===== src/rtl/burst_writer.sv =====
// burst_writer: buffers upstream words and emits them as fixed-length bursts.
// Optional partial-burst flush is enabled with BURST_WRITER_FLUSH_EN.
module burst_writer #(
   parameter int WDTH              = 32,
   parameter int BUFFER_LENGTH     = 16,
   parameter int LOG_BUFFER_LENGTH = 4,
   parameter int BURST_LENGTH      = 4,
   parameter int LOG_BURST_LENGTH  = 2
) (
   input  logic            clk,
   input  logic            rst_n,
   input  logic [WDTH-1:0] in_data,
   input  logic            in_nd,
   input  logic            downstream_ready,
`ifdef BURST_WRITER_FLUSH_EN
   input  logic            flush,
`endif
   output logic [WDTH-1:0] out_data,
   output logic            out_nd,
   output logic            overflow_error,
   output logic            busy
);

   localparam int PW = LOG_BUFFER_LENGTH;
   localparam int CW = LOG_BUFFER_LENGTH + 1;
   localparam int BW = LOG_BURST_LENGTH;
   localparam logic [CW-1:0] FULL_C = CW'(BUFFER_LENGTH);
   localparam logic [CW-1:0] BL_C   = CW'(BURST_LENGTH);
   localparam logic [BW-1:0] LAST_C = BW'(BURST_LENGTH - 1);

`ifdef BURST_WRITER_FLUSH_EN
   typedef enum logic [1:0] {S_IDLE, S_BURST, S_FLUSH} state_t;
`else
   typedef enum logic {S_IDLE, S_BURST} state_t;
`endif

   logic [WDTH-1:0] mem_q [BUFFER_LENGTH];
   logic [PW-1:0]   wr_ptr_q;
   logic [PW-1:0]   rd_ptr_q;
   logic [CW-1:0]   count_q;
   logic [CW-1:0]   count_d;
   logic [BW-1:0]   burst_cnt_q;
   state_t          state_q;
   logic [WDTH-1:0] out_data_q;
   logic            out_nd_q;
   logic            ovf_q;
   logic            busy_q;

   logic            full_w;
   logic            start_w;
   logic            pop_w;
   logic            push_w;
`ifdef BURST_WRITER_FLUSH_EN
   logic            flush_go_w;
   logic [BW-1:0]   left_q;
`endif

   // Start/pop/push decisions; a new transfer waits for one idle out_nd cycle.
   always_comb begin
      full_w  = (count_q == FULL_C);
      start_w = (state_q == S_IDLE) && !out_nd_q
                && (count_q >= BL_C) && downstream_ready;
`ifdef BURST_WRITER_FLUSH_EN
      flush_go_w = (state_q == S_IDLE) && !out_nd_q && flush
                   && (count_q != '0) && (count_q < BL_C)
                   && downstream_ready;
      pop_w = start_w || flush_go_w
              || (state_q == S_BURST) || (state_q == S_FLUSH);
`else
      pop_w = start_w || (state_q == S_BURST);
`endif
      push_w  = in_nd && (!full_w || pop_w);
      count_d = count_q;
      unique case ({push_w, pop_w})
         2'b10:   count_d = count_q + CW'(1);
         2'b01:   count_d = count_q - CW'(1);
         default: count_d = count_q;
      endcase
   end

   // Storage array; stale contents are harmless since pointers reset.
   always_ff @(posedge clk) begin
      if (push_w) begin
         mem_q[wr_ptr_q] <= in_data;
      end
   end

   // Circular buffer pointers and occupancy.
   always_ff @(posedge clk) begin
      if (!rst_n) begin
         wr_ptr_q <= '0;
         rd_ptr_q <= '0;
         count_q  <= '0;
      end else begin
         if (push_w) wr_ptr_q <= wr_ptr_q + PW'(1);
         if (pop_w)  rd_ptr_q <= rd_ptr_q + PW'(1);
         count_q <= count_d;
      end
   end

   // Transfer FSM with registered outputs.
   always_ff @(posedge clk) begin
      if (!rst_n) begin
         state_q     <= S_IDLE;
         burst_cnt_q <= '0;
         out_data_q  <= '0;
         out_nd_q    <= 1'b0;
         ovf_q       <= 1'b0;
         busy_q      <= 1'b0;
`ifdef BURST_WRITER_FLUSH_EN
         left_q      <= '0;
`endif
      end else begin
         out_nd_q <= pop_w;
         busy_q   <= pop_w;
         ovf_q    <= in_nd && full_w && !pop_w;
         if (pop_w) out_data_q <= mem_q[rd_ptr_q];
         unique case (state_q)
            S_IDLE: begin
               if (start_w) begin
                  state_q     <= S_BURST;
                  burst_cnt_q <= BW'(1);
               end
`ifdef BURST_WRITER_FLUSH_EN
               else if (flush_go_w) begin
                  left_q  <= BW'(count_q - CW'(1));
                  state_q <= (count_q == CW'(1)) ? S_IDLE : S_FLUSH;
               end
`endif
            end
            S_BURST: begin
               burst_cnt_q <= burst_cnt_q + BW'(1);
               if (burst_cnt_q == LAST_C) state_q <= S_IDLE;
            end
`ifdef BURST_WRITER_FLUSH_EN
            S_FLUSH: begin
               left_q <= left_q - BW'(1);
               if (left_q == BW'(1)) state_q <= S_IDLE;
            end
`endif
            default: state_q <= S_IDLE;
         endcase
      end
   end

   assign out_data       = out_data_q;
   assign out_nd         = out_nd_q;
   assign overflow_error = ovf_q;
   assign busy           = busy_q;

endmodule


===== config.mk =====
export PLATFORM = sky130hd
export DESIGN_NAME = burst_writer
export DESIGN_NICKNAME = d
export VERILOG_FILES = /design/src/rtl/burst_writer.sv
export SDC_FILE = /design/constraint.sdc
export NUM_CORES = 1
export LEC_CHECK = 0
export CAP_MARGIN = 10
export CORE_ASPECT_RATIO = 2
export CORE_MARGIN = 1.5
export CORE_UTILIZATION = 30
export DETAILED_ROUTE_END_ITERATION = 10
export SYNTH_ARGS = -nofsm -noshare
export SYNTH_HDL_FRONTEND = slang
export SYNTH_SLANG_ARGS = --single-unit

===== constraint.sdc =====
create_clock -name clk -period 5.76 [get_ports clk]
set_input_delay 0.576 -clock clk [delete_from_list [all_inputs] [get_ports clk]]
set_output_delay 0.576 -clock clk [all_outputs]
set_load 0.005 [all_outputs]

==> results of run 1 <==
[per-stage QoR]
step                utilization [%]  hold slack [ps]  power, mW  std cells  setup WS [ps]
finish                         35.2              485       8.35       2014           2540
global route                   35.2              521       8.62       2014           2300
CTS                            35.1              490       8.46       2012           2520
detailed placement             33.0              475       5.29       1930           1910
global placement               33.0              476       5.28       1929           2000
floorplan                         -              464       5.06        984           1750
[critical path, stage by stage (launching register included)]
cell	delay (ps)
dfxtp_1	410
or4b_1	560
o41a_1	500
inv_1	140
ha_1	340
xor2_1	120
ha_1	230
o21a_1	180
o21a_1	160
o32ai_1	300
mux2i_1	210
[cells by family (layout without fill, tap and decap cells)]
group / Yosys count / after routing / synth area share, %
flops: 562 / 562 / 76.5
mux: 198 / 198 / 16.9
simple gates: 91 / 91 / 1.95
buf+inv: 62 / 182 / 1.50
compound gates: 54 / 54 / 2.22
fa+ha+maj: 10 / 10 / 0.585
xor+xnor: 7 / 7 / 0.286
[sequential cells by signal, summed over array words and instances (netlist names)]
register / flops
burst_cnt_q: 2
count_q: 5
mem_q: 512
wr_ptr_q: 4
state_q: 1
out_data: 32
rd_ptr_q: 4
overflow_error: 1
busy: 1
[worst max-delay path by stage]
stage / startpoint / end / slack (ps)
global placement: downstream_ready / mem_q[11][21] / 2000
floorplan: downstream_ready / mem_q[3][0] / 1750
detailed placement: downstream_ready / mem_q[11][20] / 1910
global route: downstream_ready / mem_q[11][20] / 2300
finish: count_q[2] / count_q[4] / 2540
CTS: downstream_ready / mem_q[11][20] / 2520
[routing by layer]
metal | track usage [%] | part of all wire (%) | up-vias | routed length (um)
li1 | - | - | 4249 | -
met1 | 14.6 | 37 | 5228 | 17400
met2 | 24.6 | 57 | 173 | 26400
met3 | 1.82 | 3.4 | 59 | 1600
met4 | 4.25 | 2.5 | 2 | 1150
met5 | 0 | 0.028 | - | 13
[power groups by stage]
stage | Sequential, mW | Clock, mW | Combinational, mW
final | 4.59 | 3.17 | 0.588
after global routing | 4.61 | 3.38 | 0.638
after CTS | 4.60 | 3.25 | 0.606
after detailed placement | 4.69 | 0 | 0.604
after global placement | 4.68 | 0 | 0.594
after floorplan | 4.64 | 0 | 0.424
[placed cells by master, fill, tap and decap left out, types with 4 or more instances in the layout]
| master | instances |
|---|---|
| clkbuf_16 | 44 |
| clkbuf_8 | 7 |
| bufinv_16 | 5 |
| nand2b_1 | 4 |
| ha_1 | 10 |
| clkbuf_1 | 11 |
| inv_1 | 6 |
| edfxtp_1 | 512 |
| a221o_1 | 32 |
| nand2_1 | 10 |
| buf_4 | 18 |
| mux4_2 | 128 |
| nor2_4 | 12 |
| nor2_1 | 43 |
| mux2_2 | 33 |
| clkinv_2 | 5 |
| xor2_1 | 6 |
| dfxtp_1 | 47 |
| nor3_2 | 4 |
| a21oi_1 | 6 |
| mux2i_1 | 37 |
| buf_12 | 6 |
| clkdlybuf4s50_1 | 70 |
[layout make-up]
type | instances | area (sq um)
clock buffer | 62 | 1240
clock inverter | 20 | 264
fill | 6410 | 45800
inverter | 6 | 22.5
multi-input combinational | 360 | 4840
sequential | 562 | 16400
tap | 910 | 1140
timing repair buffer | 94 | 956
==> run summary, run 1 <==
outcome - completed
setup slack, reg-to-reg - 2540 ps
dominant cells by area after synthesis - edfxtp_1 72%, mux4_2 13%, dfxtp_1 4.7%, mux2_2 1.7%, mux2i_1 1.7%
power per cell area - 336 nW/um^2
Yosys cell types - 44
Worst Skew - 19.8 ps
flops & latches, synth - 562
Placer Congestion - 0.719
Clock transition at path regs - 70 ps
fmax - 310 MHz
Area after DPL - 23300 sq um
reg-to-reg critical path startpoint - count_q[2]
gr ovfl total - 0
standard-cell rows - 138
ratio of cells with drive above 1 in the final layout - 25.3%
IO buf count - 70
Hold Buf Count CTS - 0
post-synthesis sequential area ratio - 76.5%
Post-synth EDFFs - 512
Final ANT Viol Nets - 0
vias per cell - 4.82
async set-reset flop share out of synthesis - 0%
TritonCTS Buffers - 44
Final nets - 1114
hold depth - 1
Syn-to-layout area delta - 16.1%
Switching Share - 21.3%
vias in the first global route - 10500
TNS Setup - 0 ps
DR DRC count - 0
Cell Area, Synth - 21400 sq um
worst-margin pin slew - 1110 ps
vias after detailed routing - 9711
CP arrival - 3740 ps
CTS resizes - 0
Slew Viols, Final - 0
antenna violations before repair - 1
P_leak - 7.47 nW
post-synth top area share - 71.8%
Endpoint, Worst Hold - out_data[6]
minimum clock period - 3220 ps
crit share post-route - 56.0%
register share of total power - 55.0%
Avg Cell Area, Syn - 21.7 sq um
r2r endpoint - count_q[4]
Synthesized Nets - 1030
post-synthesis cell count - 984
DR iter-0 viols - 515
CP Data Required Time - 6270 ps
Die X - 192 um
Hold Vio Cnt, Final - 0
Gate power share - 7.0%
Initial Utilization - 30.3%
DRT Wirelength - 46.5 mm
setup bufs post-CTS - 0
Switch Pwr - 1.78 mW
Core Region - 70600 sq um
post-synth top area cell - edfxtp_1
Post-synth top cells - 512 x edfxtp_1, 128 x mux4_2, 55 x nor2_1, 50 x dfxtp_1, 37 x mux2i_1
MaxCap Viol Count - 0
total clock sinks - 562
dpl hpwl - 26.6 mm
ys flop type - edfxtp_1
Clock Tree Root - clkbuf_16
final setup vio count - 0
CP Launch Type - flop
R2R depth - 10
First-pass DRT Iterations - 4
pin count of the biggest net entering global routing - 69
CTS tree - done
Die ar. - 73000 sq um
Ant. Diodes - 0
clk_lat worst skew - 590 ps
peak fanout along the critical path - 10
largest buffer count on any clock path - 3
Syn. warnings - 0
GR Util All Layers - 13.0%
final instance area - 24800 sq um
# IOs - 71
Die Ht - 381 um
VDD IR max - 0.199 mV
RSZ-0062 raised after global routing - false
most frequent cell after synthesis - edfxtp_1
WL/cell - 23.1 um
crit path kind - reg -> reg
Cell Int Power - 6.58 mW
critical path capture point type - flop
Clock Power Share - 38.0%
global-route wire length before repair - 69.8 mm
Slew headroom - 26.1%
hold path startpoint - out_data[6]
H-tree depth - 2
Hold WC Path Type - reg -> reg
No activity file was read; power rests on OpenSTA's default activity.
==> run 2, diff against run 1 <==
==> constraint.sdc (replaced) <==
create_clock -name clk -period 2.8 [get_ports clk]
set_input_delay 0.28 -clock clk [delete_from_list [all_inputs] [get_ports clk]]
set_output_delay 0.28 -clock clk [all_outputs]
set_load 0.005 [all_outputs]
==> run summary, run 2 (synthesized netlist as in run 1, its figures left out) <==
outcome - completed
fin cells - 2052
Hold Vio Cnt, Final - 0
dpl hpwl - 27.9 mm
Clock transition at path regs - 70 ps
pin count of the biggest net entering global routing - 60
fmax - 372 MHz
met3 WL - 1.77 mm
setup slack, reg-to-reg - 110 ps
reg-to-reg critical path startpoint - count_q[0]
DR iter-0 viols - 696
Hold WC Path Type - in -> reg
# IOs - 71
power per cell area - 683 nW/um^2
Initial Utilization - 30.3%
TritonCTS Buffers - 46
max reg flops - 512
CP Data Required Time - 3310 ps
vias per cell - 4.82
Die ar. - 73000 sq um
WL/cell - 22.9 um
register name with the most flops - mem_q
Syn-to-layout area delta - 18.6%
CP max stage delay - 540 ps
CP top delay family - simple AND/OR/NAND/NOR gates
DRT Wirelength - 46.9 mm
gr ovfl total - 0
H-tree depth - 2
Final ANT Viol Nets - 0
Clock Tree Root - clkbuf_16
vias in the first global route - 11100
r2r endpoint - count_q[2]
clk_lat worst skew - 590 ps
R2R depth - 10
most common cell after layout, fill and taps aside - edfxtp_1
Critical Path Source - count_q[0]
global-route wire length before repair - 70.7 mm
DR DRC count - 0
critical path cell sequence - or4b_4, o41a_1, inv_2, ha_4, xor2_1, ha_2, a21oi_1, xor2_1, or3_1, a21oi_2
antenna violations before repair - 1
CP Depth - 10
most frequent CP cell - xor2_1
Final nets - 1151
Core Region - 70600 sq um
final setup vio count - 0
ratio of cells with drive above 1 in the final layout - 28.3%
First-pass DRT Iterations - 6
Max Used Layer - met5
peak fanout along the critical path - 8
CTS tree - done
GR Util All Layers - 13.2%
crit share post-route - 96.1%
Post-Route M1 WL - 18.1 mm
Slew headroom - 57.2%
largest buffer count on any clock path - 3
minimum clock period - 2690 ps
Placer Congestion - 0.709
Buffers & Inverters on Critical Path - 1
critical path capture point type - flop
vias after detailed routing - 9894
Die X - 192 um
critical path's slowest cell - or4b_4
P_leak - 7.69 nW
CP arrival - 3200 ps
hold_ws - 360 ps
standard-cell rows - 138
met2 wire length - 25.8 mm
Critical Path End - count_q[2]
DP Cell Count - 1967
setup bufs post-CTS - 0
most frequent cells in the layout - 512 x edfxtp_1, 128 x mux4_2, 70 x clkdlybuf4s50_1
crit path kind - reg -> reg
CP Launch Type - flop
IO buf count - 70
Ant. Diodes - 0
total clock sinks - 562
Worst Skew - 24.5 ps
Die Ht - 381 um
fin util - 36.0%
worst-margin pin slew - 640 ps
fillers - 6345
Slew Viols, Final - 0
VDD IR max - 0.409 mV
MaxCap Viol Count - 0
==> run 2: how the worst min path moves through the flow <==
stage	from	endpoint	slack [ps]	depth (start not counted)
after floorplan	in_data[0]	mem_q[0][0]	380	0
after global placement	burst_cnt_q[1]	burst_cnt_q[1]	480	2
after detailed placement	out_data[3]	out_data[3]	480	1
after CTS	in_nd	overflow_error	330	2
after global routing	in_nd	overflow_error	350	2
final	in_nd	overflow_error	360	2
==> run 2: area by class of cell <==
| cell class | count | area (sq um) | area share, % |
|---|---|---|---|
| tap | 910 | 1140 | 4.48 |
| sequential | 562 | 16400 | 64.6 |
| clock buffer | 59 | 1220 | 4.81 |
| timing repair buffer | 129 | 1430 | 5.64 |
| clock inverter | 26 | 293 | 1.15 |
| multi-input combinational | 360 | 4890 | 19.3 |
| inverter | 6 | 22.5 | 0.0887 |
==> run 2: worst register-to-register path, delay by kind of cell, from the launching register on <==
family	cells	cell delay [ps]
simple gates	2	880
xor+xnor	2	350
fa+ha+maj	2	390
flops	1	350
buf+inv	1	100
compound gates	3	560
==> run 2: metal layers <==
layer / track usage (%) / vias to the layer above
met3: 1.78 / 72
met2: 24.7 / 194
met1: 15.0 / 5312
li1: - / 4314
met5: 0 / -
met4: 4.54 / 2
==> run 2: where the power goes <==
part | internal [mW] | switching, mW
combinational | 0.721 | 0.643
clock | 3.58 | 2.99
sequential | 9.30 | 0.0912
==> run 2: repair_timing <==
item | CTS | global route
hold buffers | 0 | 0
endpoints found under the setup margin | 0 | 3
gates resized for setup | 0 | 5
==> run 2: stage by stage <==
step | power, mW | TNS [ps] | cell area [sq um] | worst slack [ps]
final | 17.3 | 0 | 25400 | 109
after detailed placement | 11.0 | 0 | 23900 | 30.7
after global placement | 10.9 | 0 | 23900 | 68.8
after global routing | 17.9 | -3.30 | 25400 | -3.30
after CTS | 17.5 | 0 | 25400 | 1.48
after floorplan | 10.4 | -3770 | 21500 | -37.8
==> run 3, diff against run 2 <==
==> constraint.sdc (replaced) <==
create_clock -name clk -period 2.65 [get_ports clk]
set_input_delay 0.53 -clock clk [delete_from_list [all_inputs] [get_ports clk]]
set_output_delay 0.53 -clock clk [all_outputs]
set_load 0.005 [all_outputs]
==> run summary, run 3 (synthesized netlist as in run 1, its figures left out) <==
First-pass DRT Iterations - 4
DR iter-0 viols - 799
vias in the first global route - 10700
Die ar. - 73000 sq um
Final nets - 1162
Design Power - 18.0 mW
Slew Viols, Final - 0
vias per cell - 4.81
total clock sinks - 562
CP arrival - 3140 ps
ratio of cells with drive above 1 in the final layout - 28.6%
Clock Tree Root - clkbuf_16
CP Launch Type - flop
peak fanout along the critical path - 6
antenna violations before repair - 1
Core Region - 70600 sq um
P_leak - 7.75 nW
Hold Vio Cnt, Final - 0
pin count of the biggest net entering global routing - 46
CP Data Required Time - 3150 ps
VDD IR max - 0.540 mV
standard-cell rows - 138
power per cell area - 706 nW/um^2
Final ANT Viol Nets - 0
register name with the most flops - mem_q
Clock transition at path regs - 60 ps
MaxCap Viol Count - 0
Die X - 192 um
Worst Skew - 14.7 ps
dpl hpwl - 27.9 mm
fillers - 6377
Ant. Diodes - 0
minimum clock period - 2640 ps
CTS tree - done
most frequent cells in the layout - 512 x edfxtp_1, 128 x mux4_2, 70 x clkdlybuf4s50_1
max reg flops - 512
critical path capture point type - flop
hold_ws - 497 ps
fmax - 378 MHz
DRT Wirelength - 47.4 mm
global-route wire length before repair - 70.1 mm
gr ovfl total - 0
final setup vio count - 0
outcome - completed
Slew headroom - 56.6%
Die Ht - 381 um
RSZ-0062 raised after global routing - true
most common cell after layout, fill and taps aside - edfxtp_1
Initial Utilization - 30.3%
IO buf count - 70
Placer Congestion - 0.743
worst-margin pin slew - 648 ps
crit share post-route - 99.7%
largest buffer count on any clock path - 3
# IOs - 71
TritonCTS Buffers - 45
clk_lat worst skew - 580 ps
vias after detailed routing - 9920
DR DRC count - 0
crit path kind - reg -> reg
Hold WC Path Type - reg -> reg
WL/cell - 23.0 um
Hold Buf Count CTS - 0
H-tree depth - 2
GR Util All Layers - 13.2%
setup bufs post-CTS - 0
Syn-to-layout area delta - 19.4%
run 3: changes by cell type in the layout (fill, tap and decap cells not counted), sizes merged:
| cell | change |
|---|---|
| bufinv | -2 |
| clkbuf | +5 |
| clkinvlp | -3 |
| clkinv | -3 |
| buf | +12 |
| inv | +1 |
run 3: cell type report:
type | count | area, sq um | area share, %
inverter | 6 | 22.5 | 0.0882
tap | 910 | 1140 | 4.46
sequential | 562 | 16400 | 64.2
clock inverter | 19 | 199 | 0.779
multi-input combinational | 360 | 4890 | 19.2
timing repair buffer | 141 | 1670 | 6.54
clock buffer | 64 | 1230 | 4.81
run 3: repair_timing:
item	4_1_cts	5_1_grt
gates resized for setup	1	6
pin swaps	0	2
endpoints found under the hold margin	0	0
cloned	0	0
setup endpoints to repair	1	3
run 3: power by group:
| part | leakage (nW) | switching [mW] | total [mW] | internal [mW] |
|---|---|---|---|---|
| clock | 0.694 | 3.08 | 6.64 | 3.56 |
| combinational | 2.02 | 0.710 | 1.47 | 0.763 |
| sequential | 5.03 | 0.0917 | 9.92 | 9.83 |
| total | 7.75 | 3.88 | 18.0 | 14.2 |
run 3: path summary, 6_finish.rpt:
check                   from    endpoint  slack, ps  cells past startpoint
hold reg to reg   count_q[4]  count_q[4]        500                      2
setup reg to reg  count_q[2]  count_q[4]          7                     10
setup / recovery  count_q[2]  count_q[4]          7                     10
hold / removal    count_q[4]  count_q[4]        500                      2
run 3: metal layers:
| layer | up-vias | routed length, um | track usage [%] |
|---|---|---|---|
| met3 | 68 | 1860 | 1.90 |
| li1 | 4355 | - | - |
| met4 | 2 | 1230 | 4.46 |
| met2 | 213 | 26900 | 25.0 |
| met1 | 5282 | 17400 | 14.7 |
| met5 | - | 17 | 0 |
run 3: metrics by stage:
| step | setup slack [ps] | area, sq um | TNS, ps | util, % | cells |
|---|---|---|---|---|---|
| 2_1_floorplan | -414 | 21500 | -114790 | - | 984 |
| 3_3_place_gp | -196 | 24100 | -505 | 34.1 | 1979 |
| 3_5_place_dp | -223 | 24100 | -563 | 34.1 | 1979 |
| 4_1_cts | 17.7 | 25500 | 0 | 36.1 | 2062 |
| 5_1_grt | -93.3 | 25500 | -149 | 36.2 | 2062 |
| 6_report | 6.68 | 25500 | 0 | 36.2 | 2062 |
run 3: critical path, stage by stage, from the launching register on:
cell	delay (ps)
dfxtp_2	350
or4b_4	520
o41a_1	360
inv_2	90
ha_4	130
xor2_1	70
ha_2	190
o21a_1	170
o21a_1	180
o32ai_2	280
mux2i_1	220
